### src/rtl/sting_reg_slave_if.sv
// AXI4-Lite bus bundle between the interconnect master and the sting register slave.
interface sting_reg_slave_if #(
   parameter int ADDR_W = 7
) ();
   logic [ADDR_W-1:0] s_awaddr;
   logic              s_awvalid;
   logic              s_awready;
   logic [31:0]       s_wdata;
   logic [3:0]        s_wstrb;
   logic              s_wvalid;
   logic              s_wready;
   logic [1:0]        s_bresp;
   logic              s_bvalid;
   logic              s_bready;
   logic [ADDR_W-1:0] s_araddr;
   logic              s_arvalid;
   logic              s_arready;
   logic [31:0]       s_rdata;
   logic [1:0]        s_rresp;
   logic              s_rvalid;
   logic              s_rready;

   modport slave (
      input  s_awaddr, s_awvalid, output s_awready,
      input  s_wdata, s_wstrb, s_wvalid, output s_wready,
      output s_bresp, s_bvalid, input s_bready,
      input  s_araddr, s_arvalid, output s_arready,
      output s_rdata, s_rresp, s_rvalid, input s_rready
   );

   modport master (
      output s_awaddr, s_awvalid, input s_awready,
      output s_wdata, s_wstrb, s_wvalid, input s_wready,
      input  s_bresp, s_bvalid, output s_bready,
      output s_araddr, s_arvalid, input s_arready,
      input  s_rdata, s_rresp, s_rvalid, output s_rready
   );
endinterface

### src/rtl/sting_reg_slave.sv
// AXI4-Lite register file for the sting accelerator: configuration fields,
// soft-reset pulse, sticky done status and level interrupt.
module sting_reg_slave #(
   parameter int ADDR_W = 7,
   parameter int DATA_W = 32
) (
   input  logic              aclk,
   input  logic              aresetn,
   sting_reg_slave_if.slave  s,
   input  logic              core_busy,
   input  logic              core_done,
   output logic              reg_soft_reset,
   output logic              reg_run,
   output logic              reg_div_mode,
   output logic              reg_bn_en,
   output logic              reg_lrelu_en,
   output logic [15:0]       reg_axi_rd_input_xsize,
   output logic [15:0]       reg_axi_rd_input_ysize,
   output logic [31:0]       reg_axi_rd_input_start_adr,
   output logic [31:0]       reg_axi_rd_input_fsize,
   output logic [31:0]       reg_axi_rd_weight_start_adr1,
   output logic [31:0]       reg_axi_rd_weight_start_adr2,
   output logic [31:0]       reg_axi_rw_output_start_adr,
   output logic [15:0]       reg_axi_rw_output_xsize,
   output logic [31:0]       reg_axi_rw_output_fsize,
   output logic [31:0]       reg_leaky_relu,
   output logic [15:0]       reg_fsize,
   output logic [15:0]       reg_nsize,
   output logic              irq
);
   typedef enum logic { W_IDLE, W_RESP } wState_e;
   typedef enum logic { R_IDLE, R_DATA } rState_e;

   localparam int                NREG       = 13;
   localparam int                IDX_W      = ADDR_W - 2;
   localparam logic [IDX_W-1:0]  STATUS_IDX = IDX_W'(13);
   localparam logic [1:0]        RESP_OKAY  = 2'b00;
   localparam logic [1:0]        RESP_SLV   = 2'b10;

   wState_e           wStateQ, wStateD;
   rState_e           rStateQ, rStateD;
   logic              liveQ;
   logic              awCapQ, awCapD, wCapQ, wCapD;
   logic [IDX_W-1:0]  awIdxQ, awIdxD;
   logic [DATA_W-1:0] wDataQ, wDataD;
   logic [3:0]        wStrbQ, wStrbD;
   logic [1:0]        brespQ, brespD, rrespQ, rrespD;
   logic [DATA_W-1:0] rdataQ, rdataD;
   logic [DATA_W-1:0] regQ [NREG];
   logic [DATA_W-1:0] regD [NREG];
   logic              doneQ, doneD, softResetQ, softResetD, irqQ, irqD;

   logic              awHs, wHs, arHs, commit, cMapped, rdMapped;
   logic [IDX_W-1:0]  cIdx, arIdx;
   logic [DATA_W-1:0] cData, rdMux;
   logic [3:0]        cStrb;
   logic              unusedAddrBits;

   function automatic logic [DATA_W-1:0] implMask(input int idx);
      case (idx)
         0:       return DATA_W'(6);
         1:       return DATA_W'(7);
         default: return '1;
      endcase
   endfunction

   function automatic logic [DATA_W-1:0] mergeBytes(input logic [DATA_W-1:0] oldV,
                                                    input logic [DATA_W-1:0] newV,
                                                    input logic [3:0]        strb);
      logic [DATA_W-1:0] v;
      v = oldV;
      for (int b = 0; b < 4; b++)
         if (strb[b]) v[8*b +: 8] = newV[8*b +: 8];
      return v;
   endfunction

   // Channels are accepted independently; a captured beat waits in its holding register.
   assign s.s_awready = liveQ && (wStateQ == W_IDLE) && !awCapQ;
   assign s.s_wready  = liveQ && (wStateQ == W_IDLE) && !wCapQ;
   assign s.s_arready = liveQ && (rStateQ == R_IDLE);
   assign s.s_bvalid  = (wStateQ == W_RESP);
   assign s.s_bresp   = brespQ;
   assign s.s_rvalid  = (rStateQ == R_DATA);
   assign s.s_rdata   = rdataQ;
   assign s.s_rresp   = rrespQ;

   assign awHs    = s.s_awvalid && s.s_awready;
   assign wHs     = s.s_wvalid && s.s_wready;
   assign arHs    = s.s_arvalid && s.s_arready;
   assign cIdx    = awCapQ ? awIdxQ : s.s_awaddr[ADDR_W-1:2];
   assign cData   = wCapQ ? wDataQ : s.s_wdata;
   assign cStrb   = wCapQ ? wStrbQ : s.s_wstrb;
   assign commit  = (wStateQ == W_IDLE) && (awCapQ || awHs) && (wCapQ || wHs);
   assign cMapped = (cIdx <= STATUS_IDX);
   assign arIdx   = s.s_araddr[ADDR_W-1:2];
   assign unusedAddrBits = ^{s.s_awaddr[1:0], s.s_araddr[1:0]};

   // Write channel FSM: collect AW and W in any order, then hold the response.
   always_comb begin
      wStateD = wStateQ;
      awCapD  = awCapQ;
      awIdxD  = awIdxQ;
      wCapD   = wCapQ;
      wDataD  = wDataQ;
      wStrbD  = wStrbQ;
      brespD  = brespQ;
      if (awHs) begin
         awCapD = 1'b1;
         awIdxD = s.s_awaddr[ADDR_W-1:2];
      end
      if (wHs) begin
         wCapD  = 1'b1;
         wDataD = s.s_wdata;
         wStrbD = s.s_wstrb;
      end
      case (wStateQ)
         W_IDLE: if (commit) begin
            wStateD = W_RESP;
            awCapD  = 1'b0;
            wCapD   = 1'b0;
            brespD  = cMapped ? RESP_OKAY : RESP_SLV;
         end
         W_RESP: if (s.s_bready) wStateD = W_IDLE;
         default: wStateD = W_IDLE;
      endcase
   end

   // Register file update; a core_done pulse beats a simultaneous W1C of done.
   always_comb begin
      for (int i = 0; i < NREG; i++) regD[i] = regQ[i];
      softResetD = 1'b0;
      doneD      = doneQ;
      if (commit) begin
         for (int i = 0; i < NREG; i++)
            if (cIdx == IDX_W'(i)) regD[i] = mergeBytes(regQ[i], cData, cStrb) & implMask(i);
         if (cIdx == '0) softResetD = cStrb[0] && cData[0];
         if (cIdx == STATUS_IDX && cStrb[0] && cData[1]) doneD = 1'b0;
      end
      if (core_done) doneD = 1'b1;
      irqD = doneD && regD[0][2];
   end

   // Read path samples the pre-write register state at the AR handshake.
   always_comb begin
      rdMux    = '0;
      rdMapped = 1'b1;
      for (int i = 0; i < NREG; i++)
         if (arIdx == IDX_W'(i)) rdMux = regQ[i];
      if (arIdx == STATUS_IDX) rdMux = {{(DATA_W-2){1'b0}}, doneQ, core_busy};
      else if (arIdx > STATUS_IDX) rdMapped = 1'b0;
   end

   always_comb begin
      rStateD = rStateQ;
      rdataD  = rdataQ;
      rrespD  = rrespQ;
      case (rStateQ)
         R_IDLE: if (arHs) begin
            rStateD = R_DATA;
            rdataD  = rdMux;
            rrespD  = rdMapped ? RESP_OKAY : RESP_SLV;
         end
         R_DATA: if (s.s_rready) rStateD = R_IDLE;
         default: rStateD = R_IDLE;
      endcase
   end

   always_ff @(posedge aclk or negedge aresetn) begin
      if (!aresetn) begin
         wStateQ    <= W_IDLE;
         rStateQ    <= R_IDLE;
         liveQ      <= 1'b0;
         awCapQ     <= 1'b0;
         wCapQ      <= 1'b0;
         awIdxQ     <= '0;
         wDataQ     <= '0;
         wStrbQ     <= '0;
         brespQ     <= '0;
         rrespQ     <= '0;
         rdataQ     <= '0;
         doneQ      <= 1'b0;
         softResetQ <= 1'b0;
         irqQ       <= 1'b0;
         for (int i = 0; i < NREG; i++) regQ[i] <= '0;
      end else begin
         wStateQ    <= wStateD;
         rStateQ    <= rStateD;
         liveQ      <= 1'b1;
         awCapQ     <= awCapD;
         wCapQ      <= wCapD;
         awIdxQ     <= awIdxD;
         wDataQ     <= wDataD;
         wStrbQ     <= wStrbD;
         brespQ     <= brespD;
         rrespQ     <= rrespD;
         rdataQ     <= rdataD;
         doneQ      <= doneD;
         softResetQ <= softResetD;
         irqQ       <= irqD;
         for (int i = 0; i < NREG; i++) regQ[i] <= regD[i];
      end
   end

   assign reg_soft_reset               = softResetQ;
   assign reg_run                      = regQ[0][1];
   assign reg_div_mode                 = regQ[1][0];
   assign reg_bn_en                    = regQ[1][1];
   assign reg_lrelu_en                 = regQ[1][2];
   assign reg_axi_rd_input_xsize       = regQ[2][15:0];
   assign reg_axi_rd_input_ysize       = regQ[3][15:0];
   assign reg_axi_rd_input_start_adr   = regQ[4];
   assign reg_axi_rd_input_fsize       = regQ[5];
   assign reg_axi_rd_weight_start_adr1 = regQ[6];
   assign reg_axi_rd_weight_start_adr2 = regQ[7];
   assign reg_axi_rw_output_start_adr  = regQ[8];
   assign reg_axi_rw_output_xsize      = regQ[9][15:0];
   assign reg_axi_rw_output_fsize      = regQ[10];
   assign reg_leaky_relu               = regQ[11];
   assign reg_fsize                    = regQ[12][31:16];
   assign reg_nsize                    = regQ[12][15:0];
   assign irq                          = irqQ;
endmodule

### src/flat_wrapper.sv
// flat-port wrapper written by rule: the top's interface ports become plain ports
module sting_reg_slave_flat 
#(
   parameter int ADDR_W = 7,
   parameter int DATA_W = 32
)
  (aclk, aresetn, core_busy, core_done, reg_soft_reset, reg_run, reg_div_mode, reg_bn_en, reg_lrelu_en, reg_axi_rd_input_xsize, reg_axi_rd_input_ysize, reg_axi_rd_input_start_adr, reg_axi_rd_input_fsize, reg_axi_rd_weight_start_adr1, reg_axi_rd_weight_start_adr2, reg_axi_rw_output_start_adr, reg_axi_rw_output_xsize, reg_axi_rw_output_fsize, reg_leaky_relu, reg_fsize, reg_nsize, irq, s_s_awaddr, s_s_awvalid, s_s_awready, s_s_wdata, s_s_wstrb, s_s_wvalid, s_s_wready, s_s_bresp, s_s_bvalid, s_s_bready, s_s_araddr, s_s_arvalid, s_s_arready, s_s_rdata, s_s_rresp, s_s_rvalid, s_s_rready);
  sting_reg_slave_if #(.ADDR_W(ADDR_W)) s_i ();
  input  logic aclk;
  input  logic aresetn;
  input  logic core_busy;
  input  logic core_done;
  output logic reg_soft_reset;
  output logic reg_run;
  output logic reg_div_mode;
  output logic reg_bn_en;
  output logic reg_lrelu_en;
  output logic [15:0] reg_axi_rd_input_xsize;
  output logic [15:0] reg_axi_rd_input_ysize;
  output logic [31:0] reg_axi_rd_input_start_adr;
  output logic [31:0] reg_axi_rd_input_fsize;
  output logic [31:0] reg_axi_rd_weight_start_adr1;
  output logic [31:0] reg_axi_rd_weight_start_adr2;
  output logic [31:0] reg_axi_rw_output_start_adr;
  output logic [15:0] reg_axi_rw_output_xsize;
  output logic [31:0] reg_axi_rw_output_fsize;
  output logic [31:0] reg_leaky_relu;
  output logic [15:0] reg_fsize;
  output logic [15:0] reg_nsize;
  output logic irq;
  input wire logic [$bits(s_i.s_awaddr)-1:0] s_s_awaddr;
  input wire logic [$bits(s_i.s_awvalid)-1:0] s_s_awvalid;
  output wire logic [$bits(s_i.s_awready)-1:0] s_s_awready;
  input wire logic [$bits(s_i.s_wdata)-1:0] s_s_wdata;
  input wire logic [$bits(s_i.s_wstrb)-1:0] s_s_wstrb;
  input wire logic [$bits(s_i.s_wvalid)-1:0] s_s_wvalid;
  output wire logic [$bits(s_i.s_wready)-1:0] s_s_wready;
  output wire logic [$bits(s_i.s_bresp)-1:0] s_s_bresp;
  output wire logic [$bits(s_i.s_bvalid)-1:0] s_s_bvalid;
  input wire logic [$bits(s_i.s_bready)-1:0] s_s_bready;
  input wire logic [$bits(s_i.s_araddr)-1:0] s_s_araddr;
  input wire logic [$bits(s_i.s_arvalid)-1:0] s_s_arvalid;
  output wire logic [$bits(s_i.s_arready)-1:0] s_s_arready;
  output wire logic [$bits(s_i.s_rdata)-1:0] s_s_rdata;
  output wire logic [$bits(s_i.s_rresp)-1:0] s_s_rresp;
  output wire logic [$bits(s_i.s_rvalid)-1:0] s_s_rvalid;
  input wire logic [$bits(s_i.s_rready)-1:0] s_s_rready;
  assign s_i.s_awaddr = s_s_awaddr;
  assign s_i.s_awvalid = s_s_awvalid;
  assign s_s_awready = s_i.s_awready;
  assign s_i.s_wdata = s_s_wdata;
  assign s_i.s_wstrb = s_s_wstrb;
  assign s_i.s_wvalid = s_s_wvalid;
  assign s_s_wready = s_i.s_wready;
  assign s_s_bresp = s_i.s_bresp;
  assign s_s_bvalid = s_i.s_bvalid;
  assign s_i.s_bready = s_s_bready;
  assign s_i.s_araddr = s_s_araddr;
  assign s_i.s_arvalid = s_s_arvalid;
  assign s_s_arready = s_i.s_arready;
  assign s_s_rdata = s_i.s_rdata;
  assign s_s_rresp = s_i.s_rresp;
  assign s_s_rvalid = s_i.s_rvalid;
  assign s_i.s_rready = s_s_rready;
  sting_reg_slave #(.ADDR_W(ADDR_W), .DATA_W(DATA_W)) u_core (.aclk(aclk), .aresetn(aresetn), .s(s_i), .core_busy(core_busy), .core_done(core_done), .reg_soft_reset(reg_soft_reset), .reg_run(reg_run), .reg_div_mode(reg_div_mode), .reg_bn_en(reg_bn_en), .reg_lrelu_en(reg_lrelu_en), .reg_axi_rd_input_xsize(reg_axi_rd_input_xsize), .reg_axi_rd_input_ysize(reg_axi_rd_input_ysize), .reg_axi_rd_input_start_adr(reg_axi_rd_input_start_adr), .reg_axi_rd_input_fsize(reg_axi_rd_input_fsize), .reg_axi_rd_weight_start_adr1(reg_axi_rd_weight_start_adr1), .reg_axi_rd_weight_start_adr2(reg_axi_rd_weight_start_adr2), .reg_axi_rw_output_start_adr(reg_axi_rw_output_start_adr), .reg_axi_rw_output_xsize(reg_axi_rw_output_xsize), .reg_axi_rw_output_fsize(reg_axi_rw_output_fsize), .reg_leaky_relu(reg_leaky_relu), .reg_fsize(reg_fsize), .reg_nsize(reg_nsize), .irq(irq));
endmodule
### config.mk
export PLATFORM = sky130hd
export DESIGN_NAME = sting_reg_slave_flat
export DESIGN_NICKNAME = d
export VERILOG_FILES = /design/src/rtl/sting_reg_slave_if.sv /design/src/rtl/sting_reg_slave.sv /design/src/flat_wrapper.sv
export SDC_FILE = /design/constraint.sdc
export NUM_CORES = 1
export LEC_CHECK = 0
export CAP_MARGIN = 30
export CORE_ASPECT_RATIO = 0.8
export CORE_MARGIN = 2
export CORE_UTILIZATION = 58
export DETAILED_ROUTE_END_ITERATION = 16
export DONT_BUFFER_PORTS = 1
export GPL_ROUTABILITY_DRIVEN = 1
export PLACE_DENSITY_LB_ADDON = 0.3
export SLEW_MARGIN = 20
export SYNTH_ARGS = -nofsm -noshare
export SYNTH_HDL_FRONTEND = slang
export SYNTH_SLANG_ARGS = --single-unit
### constraint.sdc
create_clock -name aclk -period 1.8 [get_ports aclk]
set_input_delay 0.45 -clock aclk [delete_from_list [all_inputs] [get_ports aclk]]
set_output_delay 0.45 -clock aclk [all_outputs]
set_load 0.005 [all_outputs]
==> impl_metrics.env, run 1 <==
export IMPL_antenna_found_initial=2
export IMPL_syn_instance_count=2385
export IMPL_fin_cells=2724
export IMPL_ys_top_cells_by_area="dfrtp_1 (49%), buf_4 (10%), o21ai_0 (8.8%)"
export IMPL_cts_tree="built"
export IMPL_syn_area_sq_um=22300
export IMPL_grt_usage_pct=38.3
export IMPL_wire_per_inst_um=29.0
export IMPL_synth_cell_types=62
export IMPL_max_slew_margin_pct=-11.6
export IMPL_synth_edf_count=0
export IMPL_cp_max_fo=3
export IMPL_ys_seq_elements=440
export IMPL_hold_viol=440
export IMPL_critical_path_class="reg2reg"
export IMPL_cts_buffer_depth=3
export IMPL_setup_violations_final=75
export IMPL_insertion_delay_ps=570
export IMPL_grt_pass1_vias=17371
export IMPL_fin_crit_ps=1990
export IMPL_coreArea_sq_um=38100
export IMPL_ios=410
export IMPL_tns_ps=-2310
export IMPL_yosysMostFrequentCell="dfrtp_1"
export IMPL_fin_util_pct=64.9
export IMPL_synth_warnings=0
export IMPL_die_w_um=223
export IMPL_dpl_hpwl_um=54100
export IMPL_cts_root_buf="clkbuf_16"
export IMPL_dr_pass1_iters=8
export IMPL_hold_ws_ps=-419
export IMPL_skew_ps=18.9
export IMPL_worst_r2r_path_depth=8
export IMPL_synth_seq_area_share_pct=49.3
export IMPL_drv_slew=118
export IMPL_worst_pin_slew_ps=1670
export IMPL_synthFlopType="dfrtp_1"
export IMPL_gp_congestion=1.00
export IMPL_layout_drive_gt1_share_pct=20.9
export IMPL_p_leak_nw=10.6
export IMPL_drt_iter0_drc=2468
export IMPL_wl_um=78900
export IMPL_fin_ws_ps=-193
export IMPL_vias=18338
export IMPL_drtAntennaViolNets=0
export IMPL_final_fill_count=2970
export IMPL_worstHoldPathType="in2async"
export IMPL_port_buffers=0
export IMPL_violations="hold timing, slew limit, setup timing"
export IMPL_status="finished with violations"
export IMPL_synth_top_area_cell="dfrtp_1"
export IMPL_h_tree_depth=2
export IMPL_cts_hold_buf=3
export IMPL_die_area_sq_um=40100
export IMPL_power_density_nw_per_um2=1380
export IMPL_dp_cells=2613
export IMPL_viasPerCell=6.73
export IMPL_numCtsBuffers=46
export IMPL_synth_top_area_share_pct=49.3
export IMPL_drc=0
export IMPL_cap_violations=0
export IMPL_synthTopCellsByCount="dfrtp_1 (440), o21ai_0 (394), nand2_1 (380)"
export IMPL_cp_start_kind="flip-flop"
export IMPL_syn_to_final_growth_pct=10.9
export IMPL_overflow=0
export IMPL_finalCritPeriodShare_pct=111
export IMPL_cp_arrival_ps=2480
export IMPL_die_y_um=179
export IMPL_avgSynthCellArea_sq_um=9.36
export IMPL_grt_max_degree=441
export IMPL_required_ps=2290
export IMPL_row_count=64
export IMPL_post_place_ws_ps=-272
export IMPL_rsz0062_at_grt="yes"
export IMPL_cts_sinks=440
export IMPL_start_util_pct=58.5
export IMPL_max_freq_mhz=502
export IMPL_clk_pin_slew_worst_paths_ps=60
export IMPL_end_kind="flip-flop"
export IMPL_synth_async_reset_ratio_pct=100
export IMPL_grt_first_pass_wirelength_um=115000
export IMPL_ir_worst_vdd_uv=1000
export IMPL_nNetsFinal=2253
==> cell families after synthesis <==
family / count (synthesis) / share of synthesized area (%)
muxes: 84 / 4.01
AOI/OAI and AO/OA: 770 / 20.9
DFF: 440 / 49.3
other: 2 / 0.0337
buffers and inverters: 502 / 14.0
and+or+nand+nor: 587 / 11.7
==> critical path, cell delays in order, from the launching register on <==
cell      delay, ps
dfrtp_1         430
buf_12          150
nand3b_1        260
a21oi_4         240
buf_6           150
buf_12          110
o221ai_4         80
nor4_2          290
a221o_1         190
==> path summary, 6_finish.rpt <==
kind | slack [ps] | end | from
worst max-delay path | -190 | u_core.s.s_rdata[19]$_DFFE_PN0P_ | u_core.liveQ$_DFF_PN0_
worst min-delay path | -420 | async pin | aresetn
min in group aclk | 10 | u_core.s.s_rvalid$_DFF_PN0_ | s_s_rready
worst min register to register | 480 | flip-flop | flip-flop
max in group asynchronous | 750 | u_core.awCapQ$_DFF_PN0_ | aresetn
worst max register to register | -190 | u_core.s.s_rdata[19]$_DFFE_PN0P_ | u_core.liveQ$_DFF_PN0_
==> where the power goes <==
group / total [W] / switching [W] / internal, W
logic: 0.00750 / 0.00416 / 0.00334
clock network: 0.0107 / 0.00410 / 0.00660
registers: 0.0159 / 0.00334 / 0.0126
==> routing by layer <==
metal | global-route usage (%) | wire, um | vias to the layer above
li1 | - | - | 7735
met1 | 51.3 | 29800 | 8946
met2 | 57.6 | 34500 | 1383
met3 | 12.3 | 10500 | 274
met4 | 16.4 | 4100 | 0
met5 | 0 | 0 | -
==> final cells by class <==
class | count | area (sq um) | share of cell area [%]
inverters | 18 | 67.6 | 0.273
clock inverters | 23 | 387 | 1.56
well taps | 495 | 619 | 2.50
clock buffers | 59 | 1310 | 5.31
multi-input cells | 1444 | 8710 | 35.2
diodes | 1 | 2.50 | 0.0101
flip-flops and latches | 440 | 11000 | 44.5
repair buffers | 244 | 2640 | 10.7
==> per-stage QoR <==
step	total power [W]	hold WS, ps	cell area, sq um
after floorplan	0.0214	154	22600
after global placement	0.0221	170	22100
after detailed placement	0.0225	170	22100
after CTS	0.0335	-424	24200
after global routing	0.0355	-432	24700
final	0.0341	-419	24800
==> cell usage in the layout, fill, tap and decap left out, types with 17 or more instances in the layout <==
cell type  instances
buf_4            133
a221oi_1          18
nand2_2           24
buf_6             64
mux2_2            43
nor2_1            51
a21oi_1          137
a21boi_0          17
a22o_1            25
o221ai_1          22
a22oi_1           20
o21ai_0          302
inv_1             18
a2bb2oi_1         25
o211ai_1          18
nand4_1           44
mux2i_1           40
buf_12            37
nand3b_1          19
dfrtp_1          437
clkbuf_16         52
nand2_1          356
o21ai_1           85
==> repair_timing <==
action,in CTS,in global routing
setup buffers,15,9
hold endpoints to repair,443,440
cloned,2,5
pin swaps,6,19
resized for setup,42,198
endpoints found under the setup margin,38,363
Power figures use the tool's default switching activity.
==> inputs of run 2 (changes only) <==
Settings changed: CORE_UTILIZATION 58 to 69.
Clock period 1.8 ns to 2.5 ns, I/O delays scaled along.
==> impl_metrics.env, run 2 (synthesized netlist as in run 1, its figures left out) <==
export IMPL_status="finished with violations"
export IMPL_violations="hold timing"
export IMPL_critPathLaunch="u_core.liveQ$_DFF_PN0_"
export IMPL_hold_ws_ps=-237
export IMPL_rsz0062_at_grt="no"
export IMPL_cts_sinks=440
export IMPL_drc=0
export IMPL_worst_pin_slew_ps=1140
export IMPL_die_area_sq_um=33800
export IMPL_overflow=0
export IMPL_fin_crit_ps=2280
export IMPL_hold_viol=340
export IMPL_cp_max_fo=6
export IMPL_grt_pass1_vias=16983
export IMPL_dp_cells=2480
export IMPL_syn_to_final_growth_pct=1.47
export IMPL_post_cts_setup_buffers=0
export IMPL_die_y_um=165
export IMPL_clockPowerShare_pct=29.8
export IMPL_wl_um=74200
export IMPL_cp_arrival_ps=1650
export IMPL_insertion_delay_ps=560
export IMPL_finalCritPeriodShare_pct=91.0
export IMPL_p_sw_share_pct=34.7
export IMPL_row_count=58
export IMPL_n_antenna_cell=0
export IMPL_critical_path_class="reg2out"
export IMPL_ir_worst_vdd_uv=790
export IMPL_numCtsBuffers=44
export IMPL_tns_ps=0
export IMPL_multi_input_area_sq_um=8260
export IMPL_grt_max_degree=441
export IMPL_max_stage_delay_ps=510
export IMPL_cts_buffer_depth=3
export IMPL_setup_violations_final=0
export IMPL_p_seq_share_pct=50.3
export IMPL_final_cell_mix="dfrtp_1 (439), o21ai_0 (394), nand2_1 (380)"
export IMPL_cp_start_kind="flip-flop"
export IMPL_placed_area_sq_um=21200
export IMPL_nNetsFinal=2165
export IMPL_internal_power_w=0.0149
export IMPL_vias=18038
export IMPL_crit_path_cell_trace="buf_4 > nor2b_1"
export IMPL_drt_iter0_drc=1915
export IMPL_viasPerCell=7.04
export IMPL_design_area_sq_um=22600
export IMPL_max_freq_mhz=439
export IMPL_regArea_sq_um=11000
export IMPL_switchingPower_w=0.00790
export IMPL_die_w_um=205
export IMPL_grt_usage_pct=43.5
export IMPL_dpl_hpwl_um=51900
export IMPL_skew_ps=16.7
export IMPL_max_slew_margin_pct=23.7
export IMPL_gp_congestion=0.957
export IMPL_combPwrFrac_pct=19.8
export IMPL_end_kind="output pin"
export IMPL_p_leak_nw=9.80
export IMPL_cts_tree="built"
export IMPL_power_density_nw_per_um2=1010
export IMPL_antenna_found_initial=1
export IMPL_clk_pin_slew_worst_paths_ps=60
export IMPL_fin_cells=2561
export IMPL_cts_resized=0
export IMPL_slowest_stage="dfrtp_1"
export IMPL_drtAntennaViolNets=0
export IMPL_cts_root_buf="clkbuf_16"
export IMPL_required_ps=1880
export IMPL_cap_violations=0
export IMPL_ios=410
export IMPL_drv_slew=0
export IMPL_regToRegStartpoint="u_core.awCapQ$_DFF_PN0_"
export IMPL_layout_drive_gt1_share_pct=13.9
export IMPL_h_tree_depth=2
export IMPL_final_fill_count=2360
export IMPL_grt_first_pass_wirelength_um=108000
export IMPL_p_total_w=0.0228
export IMPL_dr_pass1_iters=6
export IMPL_wire_per_inst_um=29.0
export IMPL_port_buffers=0
export IMPL_final_common_cell="dfrtp_1"
export IMPL_coreArea_sq_um=31600
export IMPL_worst_r2r_path_depth=5
export IMPL_start_util_pct=70.5
export IMPL_worstHoldPathType="in2async"
run 2: area by class of cell:
type / count / area share, %
clock inverter: 18 / 0.912
inverter: 18 / 0.298
multi-input combinational: 1444 / 36.5
timing repair buffer: 158 / 5.74
tap: 420 / 2.32
clock buffer: 63 / 5.63
sequential: 440 / 48.6
run 2: power groups by stage:
stage	Sequential, W	Combinational (W)	Clock (W)
floorplan	0.0102	0.00504	0
global placement	0.0114	0.00415	0
detailed placement	0.0115	0.00439	0
CTS	0.0114	0.00443	0.00681
global route	0.0116	0.00494	0.00715
finish	0.0115	0.00452	0.00680
run 2: worst max-delay path, delay by kind of cell (launching register included):
family | cells | cell delay, ps
buffers and inverters | 1 | 210
DFF | 1 | 510
and+or+nand+nor | 1 | 380
run 2: path summary, 6_finish.rpt:
kind	end	slack (ps)
max reg2reg	flip-flop	250
max in group asynchronous	u_core.s.s_rdata[25]$_DFFE_PN0P_	1800
min in group aclk	u_core.doneQ$_DFF_PN0_	170
min reg2reg	flip-flop	470
max	s_s_arready	220
min	async pin	-240
run 2: routing by layer:
metal	GRT usage (%)	wire, um	vias to the layer above
li1	-	-	7547
met1	56.7	26800	8771
met2	66.1	32800	1441
met3	15.8	11000	277
met4	18.2	3570	2
met5	0	9	-
run 2: metrics by stage:
stage	utilization, %	worst slack, ps	hold slack [ps]
finish	71.6	224	-237
detailed placement	66.9	159	343
global placement	66.9	219	345
CTS	71.6	286	-237
floorplan	-	253	329
global route	71.6	146	-252
